File: src/rtl/adaptive_binarizer.sv
// Streaming gray-to-binary converter with fixed, inverted, hysteresis and adaptive
// (previous-frame mean plus offset) thresholding; the mean divider runs during vertical blank.
module adaptive_binarizer #(
    parameter int DW     = 12,
    parameter int CNT_W  = 20,
    parameter int DEF_TH = 2547
) (
    input  logic          iCLK,
    input  logic          iRST,
    input  logic          iFVAL,
    input  logic          iDVAL,
    input  logic [DW-1:0] iDATA,
    input  logic [1:0]    iMODE,
    input  logic [DW-1:0] iTH_HI,
    input  logic [DW-1:0] iTH_LO,
    input  logic [DW:0]   iOFFSET,
    output logic          oDVAL,
    output logic [DW-1:0] oDATA,
    output logic [DW-1:0] oTHRESH,
    output logic          oBUSY
);

    localparam int SW  = DW + CNT_W;
    localparam int AW  = SW + 2;
    localparam int ITW = $clog2(SW + 1);
    localparam logic [CNT_W-1:0] CNT_MAX   = '1;
    localparam logic [DW-1:0]    DEF_TH_V  = DW'(DEF_TH);
    localparam logic [ITW-1:0]   LAST_ITER = ITW'(SW - 1);

    typedef enum logic [1:0] {
        MODE_FIXED = 2'd0,
        MODE_HYST  = 2'd1,
        MODE_ADAPT = 2'd2,
        MODE_INV   = 2'd3
    } modeType;

    typedef enum logic [1:0] {
        DIV_IDLE,
        DIV_RUN,
        DIV_DONE
    } divState;

    logic             fvalR;
    logic             frameStart;
    logic             frameEnd;
    modeType          modeL;
    modeType          effMode;
    logic [DW-1:0]    thL;
    logic [DW-1:0]    effTh;
    logic             prevOn;
    logic             pixOn;

    logic [SW-1:0]    sum;
    logic [CNT_W-1:0] cnt;
    logic             divLoad;

    divState          state;
    divState          stateNext;
    logic [SW-1:0]    quot;
    logic [CNT_W-1:0] divisor;
    logic [CNT_W-1:0] rem;
    logic [ITW-1:0]   iter;
    logic [CNT_W:0]   remShift;
    logic [CNT_W:0]   remDiff;
    logic             remGe;
    logic [AW-1:0]    adjSum;
    logic [DW-1:0]    clampVal;
    logic [DW-1:0]    thresh;

    assign frameStart = iFVAL & ~fvalR;
    assign frameEnd   = fvalR & ~iFVAL;
    assign divLoad    = frameEnd && (cnt != '0);

    // The frame-start cycle itself already uses the values being captured.
    assign effMode = frameStart ? modeType'(iMODE) : modeL;
    assign effTh   = frameStart ? thresh : thL;

    always_comb begin
        pixOn = 1'b0;
        case (effMode)
            MODE_FIXED: pixOn = iDATA > iTH_HI;
            MODE_HYST:  pixOn = (iDATA > iTH_HI) || (prevOn && (iDATA > iTH_LO));
            MODE_ADAPT: pixOn = iDATA > effTh;
            MODE_INV:   pixOn = !(iDATA > iTH_HI);
            default:    pixOn = 1'b0;
        endcase
    end

    always_ff @(posedge iCLK or negedge iRST) begin
        if (!iRST) begin
            fvalR  <= 1'b0;
            modeL  <= MODE_FIXED;
            thL    <= DEF_TH_V;
            prevOn <= 1'b0;
            oDVAL  <= 1'b0;
            oDATA  <= '0;
        end else begin
            fvalR  <= iFVAL;
            if (frameStart) begin
                modeL <= modeType'(iMODE);
                thL   <= thresh;
            end
            prevOn <= iDVAL & pixOn;
            oDVAL  <= iDVAL;
            oDATA  <= (iDVAL && pixOn) ? '1 : '0;
        end
    end

    // Accumulators saturate by freezing once the pixel count is full.
    always_ff @(posedge iCLK or negedge iRST) begin
        if (!iRST) begin
            sum <= '0;
            cnt <= '0;
        end else if (frameEnd) begin
            sum <= '0;
            cnt <= '0;
        end else if (iFVAL && iDVAL && (cnt != CNT_MAX)) begin
            sum <= sum + SW'(iDATA);
            cnt <= cnt + CNT_W'(1);
        end
    end

    always_ff @(posedge iCLK or negedge iRST) begin
        if (!iRST) begin
            state <= DIV_IDLE;
        end else begin
            state <= stateNext;
        end
    end

    always_comb begin
        stateNext = state;
        if (divLoad) begin
            stateNext = DIV_RUN;
        end else begin
            case (state)
                DIV_RUN:  if (iter == LAST_ITER) stateNext = DIV_DONE;
                DIV_DONE: stateNext = DIV_IDLE;
                default:  stateNext = state;
            endcase
        end
    end

    assign remShift = {rem, quot[SW-1]};
    assign remDiff  = remShift - {1'b0, divisor};
    assign remGe    = remShift >= {1'b0, divisor};
    assign adjSum   = {2'b00, quot} + {{(AW-DW-1){iOFFSET[DW]}}, iOFFSET};

    always_comb begin
        clampVal = adjSum[DW-1:0];
        if (adjSum[AW-1]) begin
            clampVal = '0;
        end else if (|adjSum[AW-2:DW]) begin
            clampVal = '1;
        end
    end

    // Quotient bits shift into the dividend register, one per cycle, MSB first.
    always_ff @(posedge iCLK or negedge iRST) begin
        if (!iRST) begin
            quot    <= '0;
            divisor <= '0;
            rem     <= '0;
            iter    <= '0;
            thresh  <= DEF_TH_V;
        end else begin
            if (divLoad) begin
                quot    <= sum;
                divisor <= cnt;
                rem     <= '0;
                iter    <= '0;
            end else if (state == DIV_RUN) begin
                quot <= {quot[SW-2:0], remGe};
                rem  <= remGe ? remDiff[CNT_W-1:0] : remShift[CNT_W-1:0];
                iter <= iter + ITW'(1);
            end
            if (state == DIV_DONE) begin
                thresh <= clampVal;
            end
        end
    end

    assign oTHRESH = thresh;
    assign oBUSY   = (state != DIV_IDLE);

endmodule
File: config.mk
export PLATFORM = sky130hd
export DESIGN_NAME = adaptive_binarizer
export DESIGN_NICKNAME = d
export VERILOG_FILES = /design/src/rtl/adaptive_binarizer.sv
export SDC_FILE = /design/constraint.sdc
export NUM_CORES = 1
export LEC_CHECK = 0
export ABC_AREA = 1
export BUFFER_PORTS_ARGS = -buffer_cell sky130_fd_sc_hd__buf_2
export CAP_MARGIN = 20
export CORE_AREA = 4 4 155 157
export DETAILED_ROUTE_END_ITERATION = 7
export DIE_AREA = 0 0 159 161
export GPL_TIMING_DRIVEN = 1
export PLACE_DENSITY_LB_ADDON = 0.3
export SLEW_MARGIN = 20
export SYNTH_ARGS = -nofsm -noshare
export SYNTH_HDL_FRONTEND = slang
export SYNTH_SLANG_ARGS = --single-unit
File: constraint.sdc
create_clock -name iCLK -period 2.51 [get_ports iCLK]
set_input_delay 0 -clock iCLK [delete_from_list [all_inputs] [get_ports iCLK]]
set_output_delay 0 -clock iCLK [all_outputs]
set_load 0.005 [all_outputs]
* Word level (Yosys, flattened, before mapping)
Cells that the tools add are included.
W data, S select, Z words.
** Word-level totals
- Register bits :: 173
- Bits of input ports :: 55
** Operators by class
- $lt $le $gt $ge :: 4
- Mux-type cells :: 20
- Add/sub/neg operators :: 5
- Reductions and logical operators :: 15
- Equality and inequality tests :: 8
- Bitwise gates (word level) :: 5
** Operators by type and width (number)
- $mux W32 :: 4
- $mux W20 :: 5
- $mux W12 :: 4
- $gt A12 B12 Y1 :: 3
- $add A33 B13 Y34 :: 1
- $add A32 B12 Y32 :: 1
- $ge A21 B20 Y1 :: 1
- $reduce_or A21 Y1 :: 1
- $add A20 B1 Y20 const B :: 1
- $ne A20 B20 Y1 const B :: 1
- $reduce_bool A20 Y1 :: 1
- $sub A20 B20 Y20 :: 1
- $mux W6 :: 2
- $add A6 B1 Y6 const B :: 1
- $eq A2 B2 Y1 const B :: 3
- $eq A6 B5 Y1 const B :: 1
- $mux W2 :: 3
- $reduce_bool A2 Y1 :: 3
- $logic_and A1 B1 Y1 :: 5
- $eq A2 B1 Y1 const B :: 2
- $pmux W1 S4 :: 1
- $pmux W2 S2 :: 1
- $and A1 B1 Y1 :: 3
- $ne A3 B3 Y1 const B :: 1
- other kinds (6) :: 7

* Depth between registers and ports, before layout
- Depth in word-level cells :: 7
- Depth in mapped cells :: 19
- Mapped depth without buffers :: 18

* Worst setup path after synthesis
Ideal clock, no wire load.
- Path kind :: flip-flop to flip-flop
- Start point :: reg quot[0]
- End point :: reg thresh[10] (netlist: oTHRESH[10])
- Path slack :: 0.185 ns
- Arrival :: 2.209 ns
- Cell stages (with the launch flop) :: 20
- Setup time :: 0.117 ns
- Cells stage by stage :: dfrtp_1 -> ha_1 -> fa_1 -> nand2_1 -> nand2_1 -> nand3_1 -> nand2_2 -> nand2_1 -> nand2_1 -> nand2_1 -> nand2_1 -> nor2_1 -> nand2_1 -> nor2_1 -> nand3_2 -> nor2_4 -> buf_6 -> nand3_1 -> nand2_1 -> nand2_1
** Between the ends
- Word-level cells in the longest chain between the ends :: 4
** Ends and longest elaborated chain
- start: declaration :: line 59 : logic [SW-1:0] quot;
- start signal: assignment :: line 168 : quot <= sum;
- start signal: assignment :: line 173 : quot <= {quot[SW-2:0], remGe};
- $add A33 B13 Y34 (*) :: line 147 : assign adjSum = {2'b00, quot} + {{(AW-DW-1){iOFFSET[DW]}}, iOFFSET};
- $reduce_or A21 Y1 :: line 153 : end else if (|adjSum[AW-2:DW]) begin
- $mux W12 :: line 153
- $mux W12 (*) :: line 151 : if (adjSum[AW-1]) begin
- end signal: assignment :: line 178 : thresh <= clampVal;
- end: declaration :: line 68 : logic [DW-1:0] thresh;
Every way passes the cells marked *; elsewhere a longest branch is shown, timed or not.
A chain may end at the register's enable or synchronous reset.

* Worst setup path after layout
- Start point :: reg quot[6]
- End point :: reg thresh[8] (netlist: oTHRESH[8])
The elaborated chain is that of the path after synthesis.

==> metrics.cfg <==
[timing]
period_share = 1.036
tns_ns = -0.8206
fin_crit_ns = 2.600
worstMarginPinSlew_ns = 0.5672
slew_headroom = 0.6214
slew_viol_final = 0
final_hold_viol_count = 0
timing.fmax_mhz = 384.6
finClkSkew_ns = 0.01497
setup_viol = 12
fin_ws_ns = -0.09012
grt_setup_unrepaired = true

[setup_path]
required_ns = 2.87
startpoint_type = flip-flop
worstSetupPathType = flip-flop to flip-flop
cp.arrival_ns = 2.96
end_kind = flip-flop
worstPathMaxFanout = 6

[place]
port_buffers = 80
gp_congestion = 0.9650
dp.cells = 2227
hpwl_mm = 27.23

[synthesis]
synth_cell_type_count = 45
synth.avg_cell_area_um2 = 6.860
synth_nets = 1985
synth_edf_count = 0
synthTopCellsByArea = dfrtp_1 (29%), nand2_1 (16%), ha_1 (10%), inv_1 (8.8%), o21ai_0 (5.2%)
ys_top_cells_by_count = nand2_1 (533), inv_1 (293), dfrtp_1 (145)
async_reset_ff_frac = 1.000
seq_area_frac_synth = 0.3238
ys_ff_latch = 161
synth-main-ff-cell = dfrtp_1
syn-cell-area_mm2 = 0.01251
yosys.cell_count.top_type = nand2_1
syn_inst = 1823
ys_warn_count = 0
yosys.area.top_type = dfrtp_1
yosysTopAreaCellShare = 0.2901

[power]
power_density_mw_per_mm2 = 1015
clock_power_share = 0.177
p_comb_frac = 0.570
internal_power_mw = 8.377
netSwitchingFraction = 0.4569
switching_power_mw = 7.048
seqPwrFrac = 0.253
power_mw = 15.43
ir_drop_v = 0.0007867
p_leak_nw = 7.373

[cts]
clkLatencyLatePin_ns = 0.43
cts.sinks = 161
ctsLongestPathBuffers = 2
path_clk_slew_ns = 0.07
root_buffer = clkbuf_16
cts-buffers-inserted = 17
cts_tree = yes
h-tree-depth = 4

[drt]
wl_per_cell_um = 16.00
vias = 12580
drtPass1Iterations = 5
routed_wl_mm = 36.36
drc = 0
viasPerCell = 5.536
drtAntennaViolNets = 0
drt_iter0_markers = 742

[die]
die_height_um = 161
dieArea_mm2 = 0.02560
std_cell_rows = 55
io_pins = 81
initial_utilization = 0.5557
core-area_mm2 = 0.02250
die_x_um = 159

[layout]
fillers = 1897
final_net_count = 2137
diodes = 0
drive_above_1_share = 0.1821
area_growth_pct = 21.50
post-route-util = 0.6752
finalNonFillerCells = 2273

[global_route]
grt_antenna_before_repair = 0
grt_usage = 0.2772
grt_pass1_wl_mm = 58.93
grt_pass1_vias = 12350
grt_max_degree = 62
globalRouteOverflowTotal = 0

[min_path]
hp-class = input pin to flip-flop

[outcome]
violations = negative setup slack
status = complete, but fails checks

[job]
maxCapViolCount = 0

-- worst paths after layout --
| path | startpoint | endpoint | slack, ns | cells past startpoint |
|---|---|---|---|---|
| hold / removal | iOFFSET[0] | oTHRESH[0] | 0.04 | 6 |
| min in group asynchronous | iRST | cnt[6] | 0.08 | 2 |
| setup / recovery | quot[6] | oTHRESH[8] | -0.09 | 17 |
| max in group asynchronous | iRST | oTHRESH[7] | 1.68 | 3 |
| setup reg to reg | quot[6] | oTHRESH[8] | -0.09 | 17 |
| hold reg to reg | divisor[2] | divisor[2] | 0.49 | 2 |
-- routing by layer --
layer / vias to the layer above / routed length, um / GRT usage
li1: 6239 / - / -
met1: 5913 / 15320 / 0.3471
met4: 0 / 1222 / 0.1112
met2: 354 / 17980 / 0.4841
met3: 78 / 1832 / 0.04108
met5: - / 0 / 0
-- kinds of logic after synthesis --
kind of cell,synth area share
flip-flops,0.3238
buffers and inverters,0.1094
multiplexers,0.001801
XOR/XNOR,0.02801
AND/OR/NAND/NOR,0.2878
AO/OA/AOI/OAI,0.1404
adder cells (fa/ha/maj),0.1089
-- layout make-up --
class,count,area (um2),share of cell area
clock inverter,14,190.2,0.01252
clock buffer,18,439.2,0.02890
tap,285,356.6,0.02347
sequential,161,4051,0.2666
inverter,300,1132,0.07452
multi-input combinational,1316,7749,0.5100
timing repair buffer,179,1276,0.08399
-- registers in the layout, indices dropped and copies added, names as in the netlist --
name,count
divisor,20
cnt,20
oDATA,1
iter,6
quot,32
modeL,2
rem,20
oTHRESH,12
sum,32
fvalR,1
thL,12
state,2
oDVAL,1
-- stage by stage --
step	setup WS (ns)	cell area, um2	hold WS (ns)
floorplan	0.1849	12510	-0.2956
global placement	-0.03899	13730	-0.01763
detailed placement	-0.09397	13730	-0.01977
CTS	-0.01586	14690	0.03889
global route	-0.2233	15190	0.05013
finish	-0.09012	15190	0.04497
-- placed cells by master, fill, tap and decap left out, types with 24 or more instances in the layout --
cell / n
o221ai_1: 29
xnor2_1: 24
nand2_1: 503
nand2_2: 29
nor3_1: 34
nand3_1: 69
dfrtp_1: 143
buf_2: 78
ha_4: 24
buf_4: 83
a21oi_1: 83
nor2_1: 114
o21ai_0: 123
ha_1: 76
nand4_1: 27
inv_1: 290
-- critical path, stage by stage (launching register included) --
cell,delay (ns)
dfrtp_1,0.42
ha_4,0.29
nand2_1,0.11
nor2_1,0.25
nand2_1,0.14
nand2_2,0.13
nand2_1,0.10
nand2_2,0.08
nand2_1,0.05
nand2_1,0.07
nand3_1,0.08
nor2_1,0.13
nand3_2,0.09
nor2_4,0.21
clkbuf_16,0.20
nand3_2,0.07
nand2_1,0.07
nand2_1,0.05
-- power groups by stage --
stage	Sequential (mW)	Combinational, mW	Clock (mW)
3_5_place_dp	3.84	7.86	0
5_1_grt	3.98	9.84	2.90
3_3_place_gp	3.82	7.72	0
2_1_floorplan	3.68	5.55	0
4_1_cts	3.84	8.19	2.77
6_report	3.90	8.79	2.74
-- timing repair --
item                       in CTS  in global routing
buffers inserted                2                  4
pin swaps                       8                 16
hold endpoints to repair       80                  0
hold buffers                    6                  0
setup endpoints to repair      12                 79
resized for setup              45                101
cloned                          1                  1
Note: power is estimated with default switching activity, not from simulation.
